[src/rtl/muldiv_sequencer_if.sv]
// Command/result bundle between the pipeline and the HI/LO mult/div sequencer.
interface muldiv_sequencer_if #(
  parameter int XLEN = 32
);
  logic            start;
  logic [11:0]     ctrl;
  logic [XLEN-1:0] src1;
  logic [XLEN-1:0] src2;
  logic            busy;
  logic            done;
  logic [XLEN-1:0] hi;
  logic [XLEN-1:0] lo;

  // Pipeline side: issues commands, watches busy/done, reads HI/LO.
  modport master (
    output start, ctrl, src1, src2,
    input  busy, done, hi, lo
  );

  // Sequencer side.
  modport slave (
    input  start, ctrl, src1, src2,
    output busy, done, hi, lo
  );
endinterface

[src/rtl/muldiv_sequencer.sv]
// HI/LO multiply/divide sequencer: radix-2 shift-add multiply and restoring
// divide, one iteration per cycle, followed by a single sign-fix cycle.
module muldiv_sequencer #(
  parameter int XLEN = 32,
  parameter int ITER = 32
) (
  input  logic                clk,
  input  logic                rst,
  muldiv_sequencer_if.slave   bus
);

  localparam int CW = $clog2(ITER);

  localparam logic [11:0] C_MULT  = 12'b000000_011000;
  localparam logic [11:0] C_MULTU = 12'b000000_011001;
  localparam logic [11:0] C_DIV   = 12'b000000_011010;
  localparam logic [11:0] C_DIVU  = 12'b000000_011011;
  localparam logic [11:0] C_MTHI  = 12'b000000_010001;
  localparam logic [11:0] C_MTLO  = 12'b000000_010011;

  typedef enum logic [1:0] {
    IDLE = 2'd0,
    CALC = 2'd1,
    FIX  = 2'd2
  } state_t;

  state_t            state_q, state_d;
  logic [CW-1:0]     cnt_q, cnt_d;
  // Multiply: {upper partial product, remaining multiplier bits}.
  // Divide:   {partial remainder, dividend bits shifting into quotient}.
  logic [2*XLEN-1:0] acc_q, acc_d;
  // Multiplicand or divisor magnitude.
  logic [XLEN-1:0]   opb_q, opb_d;
  logic              is_div_q, is_div_d;
  logic              neg_res_q, neg_res_d;   // product / quotient negative
  logic              neg_rem_q, neg_rem_d;   // remainder takes dividend sign
  logic              dz_q, dz_d;             // divide by zero
  logic [XLEN-1:0]   hi_q, hi_d;
  logic [XLEN-1:0]   lo_q, lo_d;
  logic              done_q, done_d;

  // Datapath temporaries
  logic              is_muldiv, is_signed, is_div_cmd;
  logic              neg_a, neg_b;
  logic [XLEN-1:0]   mag_a, mag_b;
  logic [XLEN:0]     shifted, trial, psum;
  logic [2*XLEN-1:0] prod;
  logic [XLEN-1:0]   quo, rem;

  // Command decode and operand magnitudes for the accept cycle
  always_comb begin
    is_muldiv  = (bus.ctrl == C_MULT) || (bus.ctrl == C_MULTU) ||
                 (bus.ctrl == C_DIV)  || (bus.ctrl == C_DIVU);
    is_signed  = (bus.ctrl == C_MULT) || (bus.ctrl == C_DIV);
    is_div_cmd = (bus.ctrl == C_DIV)  || (bus.ctrl == C_DIVU);
    neg_a      = is_signed & bus.src1[XLEN-1];
    neg_b      = is_signed & bus.src2[XLEN-1];
    // 0x80000000 negates to itself, which is already the correct magnitude.
    mag_a      = neg_a ? (~bus.src1 + 1'b1) : bus.src1;
    mag_b      = neg_b ? (~bus.src2 + 1'b1) : bus.src2;
  end

  // Next-state, iteration datapath and HI/LO update
  always_comb begin
    state_d   = state_q;
    cnt_d     = cnt_q;
    acc_d     = acc_q;
    opb_d     = opb_q;
    is_div_d  = is_div_q;
    neg_res_d = neg_res_q;
    neg_rem_d = neg_rem_q;
    dz_d      = dz_q;
    hi_d      = hi_q;
    lo_d      = lo_q;
    done_d    = 1'b0;
    shifted   = '0;
    trial     = '0;
    psum      = '0;
    prod      = '0;
    quo       = '0;
    rem       = '0;

    unique case (state_q)
      IDLE: begin
        if (bus.start) begin
          if (is_muldiv) begin
            state_d   = CALC;
            cnt_d     = '0;
            is_div_d  = is_div_cmd;
            neg_res_d = neg_a ^ neg_b;
            neg_rem_d = neg_a;
            dz_d      = is_div_cmd && (bus.src2 == '0);
            if (is_div_cmd) begin
              acc_d = {{XLEN{1'b0}}, mag_a};
              opb_d = mag_b;
            end else begin
              acc_d = {{XLEN{1'b0}}, mag_b};
              opb_d = mag_a;
            end
          end else if (bus.ctrl == C_MTHI) begin
            hi_d = bus.src1;
          end else if (bus.ctrl == C_MTLO) begin
            lo_d = bus.src1;
          end
        end
      end

      CALC: begin
        if (is_div_q) begin
          // Remainder stays below the divisor, so 32 bits plus the bit
          // shifted in from the dividend cover the trial subtraction.
          shifted = {acc_q[2*XLEN-1:XLEN], acc_q[XLEN-1]};
          trial   = shifted - {1'b0, opb_q};
          if (!trial[XLEN])
            acc_d = {trial[XLEN-1:0], acc_q[XLEN-2:0], 1'b1};
          else
            acc_d = {shifted[XLEN-1:0], acc_q[XLEN-2:0], 1'b0};
        end else begin
          psum  = {1'b0, acc_q[2*XLEN-1:XLEN]} +
                  (acc_q[0] ? {1'b0, opb_q} : {(XLEN+1){1'b0}});
          acc_d = {psum, acc_q[XLEN-1:1]};
        end
        cnt_d = cnt_q + 1'b1;
        if (cnt_q == CW'(ITER - 1))
          state_d = FIX;
      end

      FIX: begin
        if (is_div_q) begin
          quo  = acc_q[XLEN-1:0];
          rem  = acc_q[2*XLEN-1:XLEN];
          // Divide by zero: quotient magnitude is all ones and the
          // remainder rebuilds the original dividend; force lo to all ones.
          lo_d = dz_q ? {XLEN{1'b1}} : (neg_res_q ? (~quo + 1'b1) : quo);
          hi_d = neg_rem_q ? (~rem + 1'b1) : rem;
        end else begin
          prod = neg_res_q ? (~acc_q + 1'b1) : acc_q;
          hi_d = prod[2*XLEN-1:XLEN];
          lo_d = prod[XLEN-1:0];
        end
        done_d  = 1'b1;
        state_d = IDLE;
      end

      default: state_d = IDLE;
    endcase
  end

  // State and datapath registers; reset aborts any in-flight operation
  always_ff @(posedge clk) begin
    if (rst) begin
      state_q   <= IDLE;
      cnt_q     <= '0;
      acc_q     <= '0;
      opb_q     <= '0;
      is_div_q  <= 1'b0;
      neg_res_q <= 1'b0;
      neg_rem_q <= 1'b0;
      dz_q      <= 1'b0;
      hi_q      <= '0;
      lo_q      <= '0;
      done_q    <= 1'b0;
    end else begin
      state_q   <= state_d;
      cnt_q     <= cnt_d;
      acc_q     <= acc_d;
      opb_q     <= opb_d;
      is_div_q  <= is_div_d;
      neg_res_q <= neg_res_d;
      neg_rem_q <= neg_rem_d;
      dz_q      <= dz_d;
      hi_q      <= hi_d;
      lo_q      <= lo_d;
      done_q    <= done_d;
    end
  end

  assign bus.busy = (state_q != IDLE);
  assign bus.done = done_q;
  assign bus.hi   = hi_q;
  assign bus.lo   = lo_q;

endmodule

[src/flat_wrapper.sv]
// flat-port wrapper written by rule: the top's interface ports become plain ports
module muldiv_sequencer_flat 
#(
  parameter int XLEN = 32,
  parameter int ITER = 32
)
  (clk, rst, bus_start, bus_ctrl, bus_src1, bus_src2, bus_busy, bus_done, bus_hi, bus_lo);
  muldiv_sequencer_if #(.XLEN(XLEN)) bus_i ();
  input  logic clk;
  input  logic rst;
  input wire logic [$bits(bus_i.start)-1:0] bus_start;
  input wire logic [$bits(bus_i.ctrl)-1:0] bus_ctrl;
  input wire logic [$bits(bus_i.src1)-1:0] bus_src1;
  input wire logic [$bits(bus_i.src2)-1:0] bus_src2;
  output wire logic [$bits(bus_i.busy)-1:0] bus_busy;
  output wire logic [$bits(bus_i.done)-1:0] bus_done;
  output wire logic [$bits(bus_i.hi)-1:0] bus_hi;
  output wire logic [$bits(bus_i.lo)-1:0] bus_lo;
  assign bus_i.start = bus_start;
  assign bus_i.ctrl = bus_ctrl;
  assign bus_i.src1 = bus_src1;
  assign bus_i.src2 = bus_src2;
  assign bus_busy = bus_i.busy;
  assign bus_done = bus_i.done;
  assign bus_hi = bus_i.hi;
  assign bus_lo = bus_i.lo;
  muldiv_sequencer #(.XLEN(XLEN), .ITER(ITER)) u_core (.clk(clk), .rst(rst), .bus(bus_i));
endmodule
[config.mk]
export PLATFORM = sky130hd
export DESIGN_NAME = muldiv_sequencer_flat
export DESIGN_NICKNAME = d
export VERILOG_FILES = /design/src/rtl/muldiv_sequencer_if.sv /design/src/rtl/muldiv_sequencer.sv /design/src/flat_wrapper.sv
export SDC_FILE = /design/constraint.sdc
export NUM_CORES = 1
export LEC_CHECK = 0
export ABC_CLOCK_PERIOD_IN_PS = 7500
export BUFFER_PORTS_ARGS = -buffer_cell sky130_fd_sc_hd__buf_4
export CORE_AREA = 2 2 194 196
export DETAILED_ROUTE_END_ITERATION = 6
export DIE_AREA = 0 0 196 198
export SLEW_MARGIN = 10
export SYNTH_ARGS = -nofsm -noshare
export SYNTH_HDL_FRONTEND = slang
export SYNTH_SLANG_ARGS = --single-unit
[constraint.sdc]
create_clock -name clk -period 7.5 [get_ports clk]
set_input_delay 0.375 -clock clk [delete_from_list [all_inputs] [get_ports clk]]
set_output_delay 0.375 -clock clk [all_outputs]
set_load 0.02 [all_outputs]
### Word level (Yosys, flattened, before mapping)

Index checks and enable logic that the tools add are counted.

| operators by class | value |
|---|---|
| reductions and logical operators | 16 |
| bitwise operators | 8 |
| equal/unequal tests | 16 |
| mux-type cells | 33 |
| $add $sub $neg | 8 |

Operators by type and width:

| kind | number |
|---|---|
| 32-bit two-way mux | 17 |
| 64-bit two-way mux | 5 |
| 32-bit by 1-bit adder with 32-bit output (second input constant) | 4 |
| 32-bit inverter | 4 |
| 32-bit one-hot mux with 2 select lines | 2 |
| 64-bit one-hot mux with 2 select lines | 1 |
| 12-bit by 5-bit equality test with 1-bit output (second input constant) | 6 |
| 64-bit by 1-bit adder with 64-bit output (second input constant) | 1 |
| 64-bit inverter | 1 |
| 32-bit by 33-bit adder with 33-bit output | 1 |
| 33-bit by 32-bit subtractor with 33-bit output | 1 |
| 32-bit zero test | 1 |
| 5-bit two-way mux | 2 |
| 5-bit one-hot mux with 2 select lines | 1 |
| 3-bit AND reduction | 3 |
| 2-bit by 1-bit != test with 1-bit output (second input constant) | 4 |
| 2-bit two-way mux | 3 |
| 2-bit != test (second input constant) | 3 |
| 2-bit nonzero test | 3 |
| 5-bit by 1-bit adder with 5-bit output (second input constant) | 1 |
| 5-bit equality test (second input constant) | 1 |
| 1-bit logical OR | 5 |
| 5-bit AND reduction | 1 |
| 2-bit one-hot mux with 2 select lines | 1 |
| 8 further kinds | 9 |

| storage, ports and cells | value |
|---|---|
| input bits | 79 |
| logic and storage cells | 92 |
| register bits | 172 |
| output and inout bits | 66 |

### Depth between registers and ports, before layout

Gate-level depths: netlist (run 1).

| depth | value |
|---|---|
| depth in word-level cells | 8 |
| mapped depth | 16 |
| gate-level depth less buffers | 15 |

### Worst setup path after synthesis (run 1)

OpenSTA, ideal clock, no wires.

| path | value |
|---|---|
| path kind | register -> register |
| start point | register u_core.acc_q[0] |
| end point | register u_core.acc_q[57] |
| arrival | 3.297 ns |
| required time | 7.383 ns |
| setup slack | 4.086 ns |
| path buffers | 1 |
| cell stages (with the launch flop) | 16 |
| library setup time | 0.117 ns |
| clock period less this slack | 3.414 ns |
| cells stage by stage | dfxtp_1 -> inv_1 -> clkbuf_1 -> nor2_1 -> ha_1 -> o211ai_1 -> a21oi_1 -> a211oi_1 -> o21ai_1 -> a21o_1 -> a31oi_1 -> o21ai_0 -> a2111oi_0 -> nor3_1 -> a21o_1 -> a32o_1 |

| on the way | value |
|---|---|
| word-level cells in the longest chain between the ends | 4 |

RTL lines:

| item | line | text |
|---|---|---|
| start, declared | muldiv_sequencer.sv:31 | `logic [2*XLEN-1:0] acc_q, acc_d;` |
| start signal, assigned | muldiv_sequencer.sv:154 | `acc_q <= '0;` |
| start signal, assigned | muldiv_sequencer.sv:166 | `acc_q <= acc_d;` |
| 32-bit two-way mux | muldiv_sequencer.sv:120 | `(acc_q[0] ? {1'b0, opb_q} : {(XLEN+1){1'b0}});` |
| 32-bit by 33-bit adder with 33-bit output | muldiv_sequencer.sv:119 | `psum = {1'b0, acc_q[2*XLEN-1:XLEN]} +` |
| 64-bit two-way mux | muldiv_sequencer.sv:109 | `if (is_div_q) begin` |
| 64-bit one-hot mux with 2 select lines | muldiv_sequencer.sv:83 | `unique case (state_q)` |

No other way between the ends.
A chain may end at the register's enable or synchronous reset.

### Worst setup path after layout (run 1)

| path | value |
|---|---|
| start point | register u_core.acc_q[0] |
| end point | register u_core.acc_q[59] |

The elaborated chain is that of the path after synthesis.

==> results of run 1 <==
==> metal layers <==
metal	GRT usage (%)	vias to the layer above
met5	0	-
met4	13.9	0
met3	4.65	93
met2	45.1	614
met1	38.8	7265
li1	-	7373
==> critical path, cell delays in order (launching register included) <==
cell and delay (ns):
dfxtp_1 0.37, inv_1 0.87, nor2_1 0.14, ha_1 0.37, o211ai_1 0.21, a21oi_1 0.08
a211oi_1 0.40, o21ai_1 0.25, a21o_1 0.25, a31oi_1 0.38, nor3_1 0.13, o32ai_1 0.51
xnor2_1 0.18, o21ai_0 0.09, a221oi_1 0.32
==> power by group through the flow <==
| stage | clock [mW] | sequential, mW | combinational, mW |
|---|---|---|---|
| 4_1_cts | 0.966 | 0.913 | 0.154 |
| 5_1_grt | 1.00 | 0.913 | 0.165 |
| 3_5_place_dp | 0 | 0.934 | 0.153 |
| 2_1_floorplan | 0 | 0.934 | 0.0661 |
| 6_report | 0.950 | 0.913 | 0.157 |
| 3_3_place_gp | 0 | 0.934 | 0.152 |
==> worst min-delay path by stage <==
| stage | from | endpoint | slack [ns] |
|---|---|---|---|
| after global placement | u_core.opb_q[18]$_SDFFE_PP0P_ | u_core.opb_q[18]$_SDFFE_PP0P_ | 0.44 |
| after detailed placement | u_core.opb_q[27]$_SDFFE_PP0P_ | u_core.opb_q[27]$_SDFFE_PP0P_ | 0.45 |
| after floorplan | u_core.opb_q[25]$_SDFFE_PP0P_ | u_core.opb_q[25]$_SDFFE_PP0P_ | 0.43 |
| final | bus_src1[28] | u_core.bus.hi[28]$_SDFFE_PP0P_ | 0.24 |
| after CTS | bus_src1[28] | u_core.bus.hi[28]$_SDFFE_PP0P_ | 0.22 |
| after global routing | bus_src1[28] | u_core.bus.hi[28]$_SDFFE_PP0P_ | 0.25 |
==> final cells by class <==
cell class              count  area [um^2]  area share, %
flip-flops and latches    172         3450           21.0
well taps                 474          593           3.61
clock buffers              19          453           2.76
inverters                  61          229           1.40
multi-input cells        1648        10300           62.8
repair buffers            163         1220           7.46
clock inverters            12          154          0.938
==> cells in the final DEF (no fill, tap or decap), drive strengths merged, types with 13 or more instances in the layout <==
cell type | synthesis | routed
o31ai | 22 | 22
buf | 22 | 163
o22ai | 13 | 13
inv | 61 | 66
o21ai | 155 | 155
nor4 | 24 | 24
o211ai | 52 | 52
nand4 | 13 | 13
o221ai | 27 | 27
nor2 | 245 | 245
nand2 | 235 | 235
clkbuf | 119 | 19
or3 | 22 | 22
nand2b | 14 | 14
a22oi | 15 | 15
nor3 | 53 | 53
nor2b | 13 | 13
ha | 70 | 70
dfxtp | 172 | 172
a21o | 31 | 31
a21oi | 208 | 208
mux2i | 41 | 41
a211oi | 37 | 37
xor2 | 64 | 64
xnor2 | 104 | 104
o41ai | 16 | 16
nand3 | 21 | 21
==> logic make-up after synthesis <==
| family | count (synthesis) |
|---|---|
| compound gates | 668 |
| xor+xnor | 168 |
| fa+ha+maj | 72 |
| buf+inv | 202 |
| flops | 172 |
| mux | 45 |
| simple gates | 695 |
==> state kept, by name, indices dropped and copies added (netlist names) <==
signal,flops
u_core.acc_q,64
u_core.bus.hi,32
u_core.bus.lo,32
u_core.opb_q,32
u_core.cnt_q,5
u_core.state_q,2
u_core.bus.done,1
u_core.dz_q,1
u_core.is_div_q,1
u_core.neg_rem_q,1
u_core.neg_res_q,1
==> metrics by stage <==
stage                     std cells  utilization (%)  hold slack (ns)  setup slack (ns)  area [um^2]
after floorplan                2022                -            0.432              4.09        14500
after global placement         2518             42.8            0.441              3.09        15800
final                          2549             44.4            0.244              2.83        16400
after global routing           2549             44.4            0.248              2.57        16400
after CTS                      2549             44.4            0.221              2.87        16400
after detailed placement       2518             42.8            0.446              2.88        15800
==> metrics.md, run 1 <==
| Metric | Value |
|---|---|
| CTS tree | `yes` |
| Clock skew | `0.0163 ns` |
| Synth Area in Adders | `6.33%` |
| Mapped Cells | `2022` |
| Slew Viols, Final | `0` |
| Die Height | `198 um` |
| Final Power | `2.02 mW` |
| Worst Setup Path Type | `reg2reg` |
| Worst r2r dst | `u_core.acc_q[59]$_SDFFE_PP0P_` |
| Gpl congestion | `0.988` |
| Vias in the first global route | `14274` |
| I/O Buffers | `144` |
| Largest area contributor in the netlist | `dfxtp_1` |
| Max Cap Violations | `0` |
| Worst slew pin tran | `1.18 ns` |
| Synth Warn # | `0` |
| Final setup fails | `0` |
| WL met2 | `25.2 mm` |
| Setup Buffers After CTS | `0` |
| CTS resizes | `0` |
| Most frequent cells after synthesis | `nor2_1 (245), nand2_1 (235), a21oi_1 (208), dfxtp_1 (172), o21ai_0 (152)` |
| Asr flop ratio synth | `0%` |
| Post-Synth XOR/XNOR Area | `10.2%` |
| All-Layer GR Usage | `28.8%` |
| Met3 Routed Length | `4.03 mm` |
| Seq pwr share | `45.2%` |
| Hold crit path type | `in2reg` |
| Number of hold buffers added after CTS | `0` |
| Switching portion of total power | `26.5%` |
| Final cycle utilization of the critical path | `62.3%` |
| Status | `completed` |
| Maximum vdd drop | `155 uV` |
| Req. time, crit path | `7.86 ns` |
| FF-to-FF path depth | `14` |
| Post-Syn Area per Cell | `7.16 um^2` |
| Wire length of the first global-routing pass | `85.3 mm` |
| Critical path destination | `u_core.acc_q[59]$_SDFFE_PP0P_` |
| Post-synth EDFFs | `0` |
| Layout cells sized above 1 | `11.5%` |
| Post-synth cell types | `78` |
| CTS clk-pin slew, worst paths | `0.08 ns` |
| Critical R2R Launch | `u_core.acc_q[0]$_SDFFE_PP0P_` |
| Top-count cell post-synth | `nor2_1` |
| Reg-to-reg slack, setup | `2.83 ns` |
| Core ar. | `0.0370 mm^2` |
| Syn nets | `2173` |
| Setup TNS | `0 ns` |
| Synth Area in Simple Gates | `21.9%` |
| CP Capture Type | `flip-flop` |
| Synth Flop Type | `dfxtp_1` |
| Gate power share | `7.8%` |
| Internal Power | `1.48 mW` |
| Crit path max fanout | `33` |
| PD cells | `123 mW/mm^2` |
| Beginning of the critical path | `u_core.acc_q[0]$_SDFFE_PP0P_` |
| Worst Hold Depth | `3` |
| Final hold violation count | `0` |
| Top Ports | `145` |
| Worst-skew pair later-pin latency | `0.46 ns` |
| Overflow after GRT | `0` |
| CTS Buffer Depth | `2` |
| Net Sw Power | `0.536 mW` |
| DRC | `0` |
| Vias/cell | `6.02` |
| Critical Path AT | `5.03 ns` |
| Synthesized flop and latch total | `172` |
| Top post-synthesis cells by area | `dfxtp_1 (24%), a21oi_1 (7.2%), nor2_1 (6.4%), xnor2_1 (6.3%), nand2_1 (6.1%)` |
| Root buf cell | `clkbuf_16` |
| Unrepaired setup endpoints after global routing | `false` |
| Min cycle time layout | `4.67 ns` |
| # rows | `71` |
| Total CTS buffers | `17` |
| Clock group share of total power | `47.0%` |
| Die area | `0.0388 mm^2` |
| Largest family of logic cells by synthesized area | `compound AO/OA/AOI/OAI gates` |
| Syn Std Cell Area | `0.0145 mm^2` |
| First drt pass iteration count | `6` |
| DP HPWL | `43.2 mm` |
| Slew HR | `21.1%` |
| DRT iter0 DRCs | `1425` |
| Max Fclk | `214 MHz` |
| Highest Signal Layer | `met4` |
| Initial antenna violation count | `0` |
| TritonCTS Sinks | `172` |
| Share of the synthesized area in the top cell type | `23.8%` |
| M1 WL | `24.7 mm` |
| Initial Util | `39.2%` |
| Routed vias | `15345` |
| Nets | `2214` |
| P_leak | `6.41 nW` |
| Antenna fix cells | `0` |
| Htree depth | `4` |
| Die X | `196 um` |
| Largest net degree at the start of global routing | `76` |
| Routed wire per std cell | `22.2 um` |
| Mux contribution to synthesized area | `3.15%` |
| Worst setup SP type | `flip-flop` |
| # fillers | `3812` |
| Sequential area share after synthesis | `23.8%` |
| ANT nets after route | `0` |
| Drt total wl | `56.5 mm` |
| Layout area overhead | `13.4%` |
| Compound-Gate Fraction of Synth Area | `29.3%` |
(Power assumes the default switching activity.)
==> inputs of run 2 (changes only) <==
ABC_CLOCK_PERIOD_IN_PS = 4100   (was 7500)
clock period = 4.1 ns   (was 7.5 ns; I/O delays follow)
==> metrics.md, run 2 (same netlist as run 1, synthesis figures left out) <==
| Metric | Value |
|---|---|
| Status | `completed` |
| Layout area overhead | `16.0%` |
| Die X | `196 um (unchanged)` |
| FF-to-FF path depth | `15 (+1)` |
| Final Power | `3.67 mW (+82%)` |
| Die Height | `198 um (unchanged)` |
| CTS Buffer Depth | `2 (unchanged)` |
| Worst r2r dst | `u_core.acc_q[62]$_SDFFE_PP0P_` |
| Setup TNS | `0 ns (unchanged)` |
| Max Fclk | `267 MHz (+25%)` |
| Worst slew pin tran | `1.07 ns (-0.115 ns)` |
| Initial antenna violation count | `0 (unchanged)` |
| Reg-to-reg slack, setup | `0.35 ns (-2.48 ns)` |
| All-Layer GR Usage | `29.6% (+0.81 points)` |
| Max reg flops | `64 (unchanged)` |
| Commonest non-fill, non-tap cell in the layout | `nor2_1` |
| Hold Path Sink | `u_core.bus.hi[28]$_SDFFE_PP0P_` |
| Max Cap Violations | `0 (unchanged)` |
| Beginning of the critical path | `u_core.acc_q[0]$_SDFFE_PP0P_` |
| Clock skew | `0.0111 ns (-0.00513 ns)` |
| P_leak | `6.65 nW (+3.7%)` |
| Layout cells sized above 1 | `13.4% (+1.9 points)` |
| Unrepaired setup endpoints after global routing | `false` |
| Most frequent cells in the layout | `nor2_1 (242), nand2_1 (235), a21oi_1 (207), buf_4 (205), dfxtp_1 (171)` |
| Initial Util | `39.2% (unchanged)` |
| Req. time, crit path | `4.42 ns (-3.44 ns)` |
| Top Ports | `145 (unchanged)` |
| Root buf cell | `clkbuf_16` |
| Min cycle time layout | `3.75 ns (-0.921 ns)` |
| Slew Viols, Final | `0 (unchanged)` |
| Gpl congestion | `0.981 (-0.72%)` |
| DRC | `0 (unchanged)` |
| Worst Setup Path Type | `reg2reg` |
| I/O Buffers | `144 (unchanged)` |
| Antenna fix cells | `0 (unchanged)` |
| First drt pass iteration count | `6 (unchanged)` |
| Die area | `0.0388 mm^2 (unchanged)` |
| Worst Hold Depth | `3 (unchanged)` |
| Final setup fails | `0 (unchanged)` |
| ANT nets after route | `0 (unchanged)` |
| Htree depth | `4 (unchanged)` |
| Total CTS buffers | `17 (unchanged)` |
| TritonCTS Sinks | `172 (unchanged)` |
| Core ar. | `0.0370 mm^2 (unchanged)` |
| CTS tree | `yes` |
| DP HPWL | `44.8 mm (+3.8%)` |
| PD cells | `219 mW/mm^2 (+78%)` |
| Wire length of the first global-routing pass | `87.4 mm (+2.4%)` |
| Slew HR | `28.7% (+7.6 points)` |
| Final hold violation count | `0 (unchanged)` |
| Worst-skew pair later-pin latency | `0.47 ns (about the same)` |
| CP Capture Type | `flip-flop` |
| Critical R2R Launch | `u_core.acc_q[0]$_SDFFE_PP0P_` |
| Nets | `2260 (+2.1%)` |
| Setup Buffers After CTS | `0 (unchanged)` |
| Final cycle utilization of the critical path | `91.5% (+29 points)` |
| Worst setup SP type | `flip-flop` |
| Top reg by flops | `u_core.acc_q` |
| Critical Path AT | `4.07 ns (-0.96 ns)` |
| # rows | `71 (unchanged)` |
| DRT iter0 DRCs | `1624 (+14%)` |
| Hold crit path type | `in2reg` |
| Drt total wl | `58.1 mm (+2.8%)` |
| Routed wire per std cell | `22.4 um (+0.93%)` |
| Vias in the first global route | `14581 (+2.2%)` |
| Hold path start | `bus_src1[28]` |
| Largest net degree at the start of global routing | `78 (+2.6%)` |
| CTS clk-pin slew, worst paths | `0.07 ns (about the same)` |
| Routed vias | `15630 (+1.9%)` |
| Overflow after GRT | `0 (unchanged)` |
| Maximum vdd drop | `322 uV (+110%)` |
| Crit path max fanout | `28 (-15%)` |
| Vias/cell | `6.02 (about the same)` |
-- run 2: where the power goes --
part / internal (mW) / switching [mW] / total, mW / leakage (nW)
logic: 0.103 / 0.191 / 0.294 / 4.99
registers: 1.67 / 0.000881 / 1.67 / 1.39
clock network: 0.912 / 0.797 / 1.71 / 0.274
total: 2.68 / 0.989 / 3.67 / 6.65
-- run 2: final cells by class --
| class | instances | area [um^2] |
|---|---|---|
| fill | 3845 | 20200 |
| multi-input combinational | 1648 | 10300 |
| sequential | 172 | 3450 |
| timing repair buffer | 209 | 1620 |
| tap | 474 | 593 |
| clock buffer | 22 | 484 |
| inverter | 61 | 229 |
| clock inverter | 10 | 105 |
-- run 2: layer usage --
layer | part of all wire (%) | wire length (um) | GRT usage, %
met5 | 0 | 0 | 0
met4 | 5.0 | 2930 | 14.8
met3 | 6.9 | 4010 | 5.13
met2 | 44 | 25400 | 45.5
met1 | 44 | 25700 | 40.0
-- run 2: stage by stage --
step | hold slack (ns) | setup WS [ns] | cell area [um^2] | cells | utilization [%]
6_report | 0.0649 | 0.350 | 16800 | 2596 | 45.5
5_1_grt | 0.0745 | 0.0566 | 16800 | 2596 | 45.5
4_1_cts | 0.0508 | 0.221 | 16800 | 2596 | 45.4
3_5_place_dp | 0.445 | 0.262 | 16200 | 2564 | 43.8
3_3_place_gp | 0.441 | 0.297 | 16200 | 2564 | 43.8
2_1_floorplan | 0.364 | 0.686 | 14500 | 2022 | -
-- run 2: worst max-delay path by stage --
| stage | endpoint | slack [ns] | depth (start not counted) |
|---|---|---|---|
| after floorplan | u_core.acc_q[57]$_SDFFE_PP0P_ | 0.69 | 15 |
| after CTS | u_core.acc_q[59]$_SDFFE_PP0P_ | 0.22 | 16 |
| after detailed placement | u_core.acc_q[59]$_SDFFE_PP0P_ | 0.26 | 16 |
| after global placement | u_core.acc_q[57]$_SDFFE_PP0P_ | 0.30 | 16 |
| after global routing | u_core.acc_q[62]$_SDFFE_PP0P_ | 0.06 | 15 |
| final | u_core.acc_q[62]$_SDFFE_PP0P_ | 0.35 | 15 |
-- run 2: critical path, cell delays in order (launching register included) --
cell and delay, ns:
dfxtp_1 0.44, inv_1 0.16, buf_12 0.20, nor2_1 0.12, ha_1 0.30, a21oi_1 0.24
a21boi_0 0.17, o311a_1 0.35, nor3_1 0.35, o2bb2ai_1 0.26, a31o_2 0.25, nor3b_1 0.07
a311oi_1 0.31, xnor2_1 0.10, a22oi_1 0.17, o21ai_0 0.10
-- run 2: timing repair --
action                                  in CTS  in global routing
resized for setup                            0                  2
hold buffers                                 0                  0
endpoints found under the setup margin       0                  2
==> inputs of run 3 (changes only) <==
BUFFER_PORTS_ARGS = -buffer_cell sky130_fd_sc_hd__buf_2   (was -buffer_cell sky130_fd_sc_hd__buf_4)
SLEW_MARGIN = unset   (was 10)
==> metrics.md, run 3 (same netlist as run 1, synthesis figures left out) <==
| Metric | Value |
|---|---|
| Status | `completed` |
| ANT nets after route | `0 (unchanged)` |
| Maximum vdd drop | `273 uV (-15%)` |
| Hold crit path type | `in2reg` |
| Min cycle time layout | `3.85 ns (+0.0976 ns)` |
| Hold path start | `bus_src1[28]` |
| Vias in the first global route | `14263 (-2.2%)` |
| Layout cells sized above 1 | `13.2% (-0.20 points)` |
| Die Height | `198 um (unchanged)` |
| Initial antenna violation count | `0 (unchanged)` |
| Worst Setup Path Type | `reg2reg` |
| Layout area overhead | `13.1%` |
| Die area | `0.0388 mm^2 (unchanged)` |
| Vias/cell | `6.05 (+0.44%)` |
| Internal Power | `2.65 mW (-1.2%)` |
| Critical Path Most Common Cell | `buf_4` |
| Worst slew pin tran | `1.05 ns (-0.0145 ns)` |
| Core ar. | `0.0370 mm^2 (unchanged)` |
| Seq pwr share | `45.7% (+0.2 points)` |
| Unrepaired setup endpoints after global routing | `false` |
| Final core utilization | `44.3% (-1.2 points)` |
| Routed wire per std cell | `21.9 um (-2.4%)` |
| Nets | `2254 (-0.27%)` |
| CTS Buffer Depth | `2 (unchanged)` |
| CTS tree | `yes` |
| I/O Buffers | `144 (unchanged)` |
| Htree depth | `4 (unchanged)` |
| Worst-skew pair later-pin latency | `0.47 ns (about the same)` |
| Clock skew | `0.0150 ns (+0.00383 ns)` |
| Max Fclk | `260 MHz (-2.5%)` |
| Total CTS buffers | `17 (unchanged)` |
| Reg-to-reg slack, setup | `0.25 ns (-0.10 ns)` |
| Antenna fix cells | `0 (unchanged)` |
| Gpl congestion | `0.962 (-1.9%)` |
| Overflow after GRT | `0 (unchanged)` |
| Switching portion of total power | `27.4% (+0.51 points)` |
| Setup TNS | `0 ns (unchanged)` |
| # fillers | `3817 (-0.73%)` |
| CP max stage delay | `0.49 ns (+0.05 ns)` |
| Initial Util | `39.2% (unchanged)` |
| Critical-path top delay cell | `dfxtp_1` |
| Most frequent cells in the layout | `nor2_1 (242), nand2_1 (235), a21oi_1 (207), dfxtp_1 (171), o21ai_0 (152)` |
| Die X | `196 um (unchanged)` |
| FF-to-FF path depth | `16 (+1)` |
| Max reg flops | `64 (unchanged)` |
| Max Cap Violations | `0 (unchanged)` |
| Worst r2r dst | `u_core.acc_q[62]$_SDFFE_PP0P_` |
| Wire length of the first global-routing pass | `84.9 mm (-2.8%)` |
| CTS clk-pin slew, worst paths | `0.07 ns (about the same)` |
| Crit path max fanout | `6 (-79%)` |
| Slew HR | `29.6% (+0.97 points)` |
| Root buf cell | `clkbuf_16` |
| # rows | `71 (unchanged)` |
| Clock group share of total power | `46.9% (+0.4 points)` |
| Top reg by flops | `u_core.acc_q` |
| Gate power share | `7.4% (-0.6 points)` |
| Storage cell area | `0.00345 mm^2 (unchanged)` |
| Req. time, crit path | `4.40 ns (-0.02 ns)` |
| Net Sw Power | `1.00 mW (+1.4%)` |
| CP delay by family, top | `compound AO/OA/AOI/OAI gates` |
| Critical R2R Launch | `u_core.acc_q[0]$_SDFFE_PP0P_` |
| CP Capture Type | `flip-flop` |
| DRC | `0 (unchanged)` |
| Worst Hold Depth | `3 (unchanged)` |
| Hold Path Sink | `u_core.bus.hi[28]$_SDFFE_PP0P_` |
| Drt total wl | `56.6 mm (-2.6%)` |
| Largest net degree at the start of global routing | `69 (-12%)` |
| Final setup fails | `0 (unchanged)` |
| Worst Path Buf+Inv | `3 (+1)` |
| P_leak | `6.55 nW (-1.5%)` |
| PD cells | `223 mW/mm^2 (+2.1%)` |
| All-Layer GR Usage | `28.7% (-0.93 points)` |
| Number of hold buffers added after CTS | `0 (unchanged)` |
| CP cell instances | `clkinvlp_4 -> buf_4 -> buf_4 -> nor2_1 -> ha_1 -> and4_1 -> nor2b_1 -> o311a_1 -> nor3_1 -> o2bb2ai_1 -> a31o_2 -> nor3b_1 -> a311oi_1 -> xnor2_1 -> a22oi_1 -> o21ai_0` |
| Hold slack | `0.0844 ns (+0.0194 ns)` |
| Beginning of the critical path | `u_core.acc_q[0]$_SDFFE_PP0P_` |
| Multi-input logic area | `0.0103 mm^2 (about the same)` |
| Critical Path AT | `4.15 ns (+0.08 ns)` |
| Slew Viols, Final | `0 (unchanged)` |
| Final hold violation count | `0 (unchanged)` |
| TritonCTS Sinks | `172 (unchanged)` |
| DRT iter0 DRCs | `1624 (unchanged)` |
| Final cycle utilization of the critical path | `93.8% (+2.4 points)` |
| First drt pass iteration count | `6 (unchanged)` |
| DP HPWL | `43.6 mm (-2.7%)` |
| Top Ports | `145 (unchanged)` |
| Routed vias | `15663 (+0.21%)` |
| Worst setup SP type | `flip-flop` |
| Commonest non-fill, non-tap cell in the layout | `nor2_1` |
-- run 3: area by class of cell --
class,count,area share [%]
sequential,172,21.1
clock buffer,20,2.85
inverter,61,1.42
multi-input combinational,1648,63.0
timing repair buffer,203,7.20
clock inverter,12,0.795
tap,474,3.62
-- run 3: worst max path at each step --
stage,cells after the start,slack [ns],to
5_1_grt,15,0.02,u_core.acc_q[61]$_SDFFE_PP0P_
2_1_floorplan,15,0.69,u_core.acc_q[57]$_SDFFE_PP0P_
3_5_place_dp,14,0.33,u_core.acc_q[61]$_SDFFE_PP0P_
4_1_cts,14,0.33,u_core.acc_q[61]$_SDFFE_PP0P_
3_3_place_gp,15,0.43,u_core.acc_q[62]$_SDFFE_PP0P_
6_report,16,0.25,u_core.acc_q[62]$_SDFFE_PP0P_
-- run 3: metal layers --
metal	share of wire, %	GRT usage (%)
met1	45	39.3
met2	44	44.9
met3	7.2	4.67
met4	4.2	11.9
met5	0	0
-- run 3: power groups by stage --
stage	Combinational [mW]	Clock [mW]	Sequential, mW
3_5_place_dp	0.262	0	1.71
6_report	0.271	1.72	1.67
5_1_grt	0.285	1.80	1.67
3_3_place_gp	0.261	0	1.71
4_1_cts	0.263	1.74	1.67
2_1_floorplan	0.121	0	1.71
-- run 3: what timing repair did --
item | CTS | global route
resized for setup | 0 | 2
endpoints found under the setup margin | 0 | 3
setup buffers | 0 | 4
-- run 3: tightest hold or removal path: cells and delay by family --
| kind | cells | cell delay (ns) |
|---|---|---|
| buffers and inverters | 1 | 0.15 |
| AND/OR/NAND/NOR | 1 | 0.06 |
| AO/OA/AOI/OAI | 1 | 0.08 |
-- run 3: metrics by stage --
| stage | setup slack (ns) | instances | instance area (um^2) | power, mW |
|---|---|---|---|---|
| finish | 0.252 | 2590 | 16400 | 3.66 |
| global route | 0.0151 | 2590 | 16400 | 3.76 |
| floorplan | 0.686 | 2022 | 14500 | 1.83 |
| detailed placement | 0.331 | 2554 | 15700 | 1.97 |
| CTS | 0.333 | 2586 | 16300 | 3.67 |
| global placement | 0.427 | 2554 | 15700 | 1.97 |
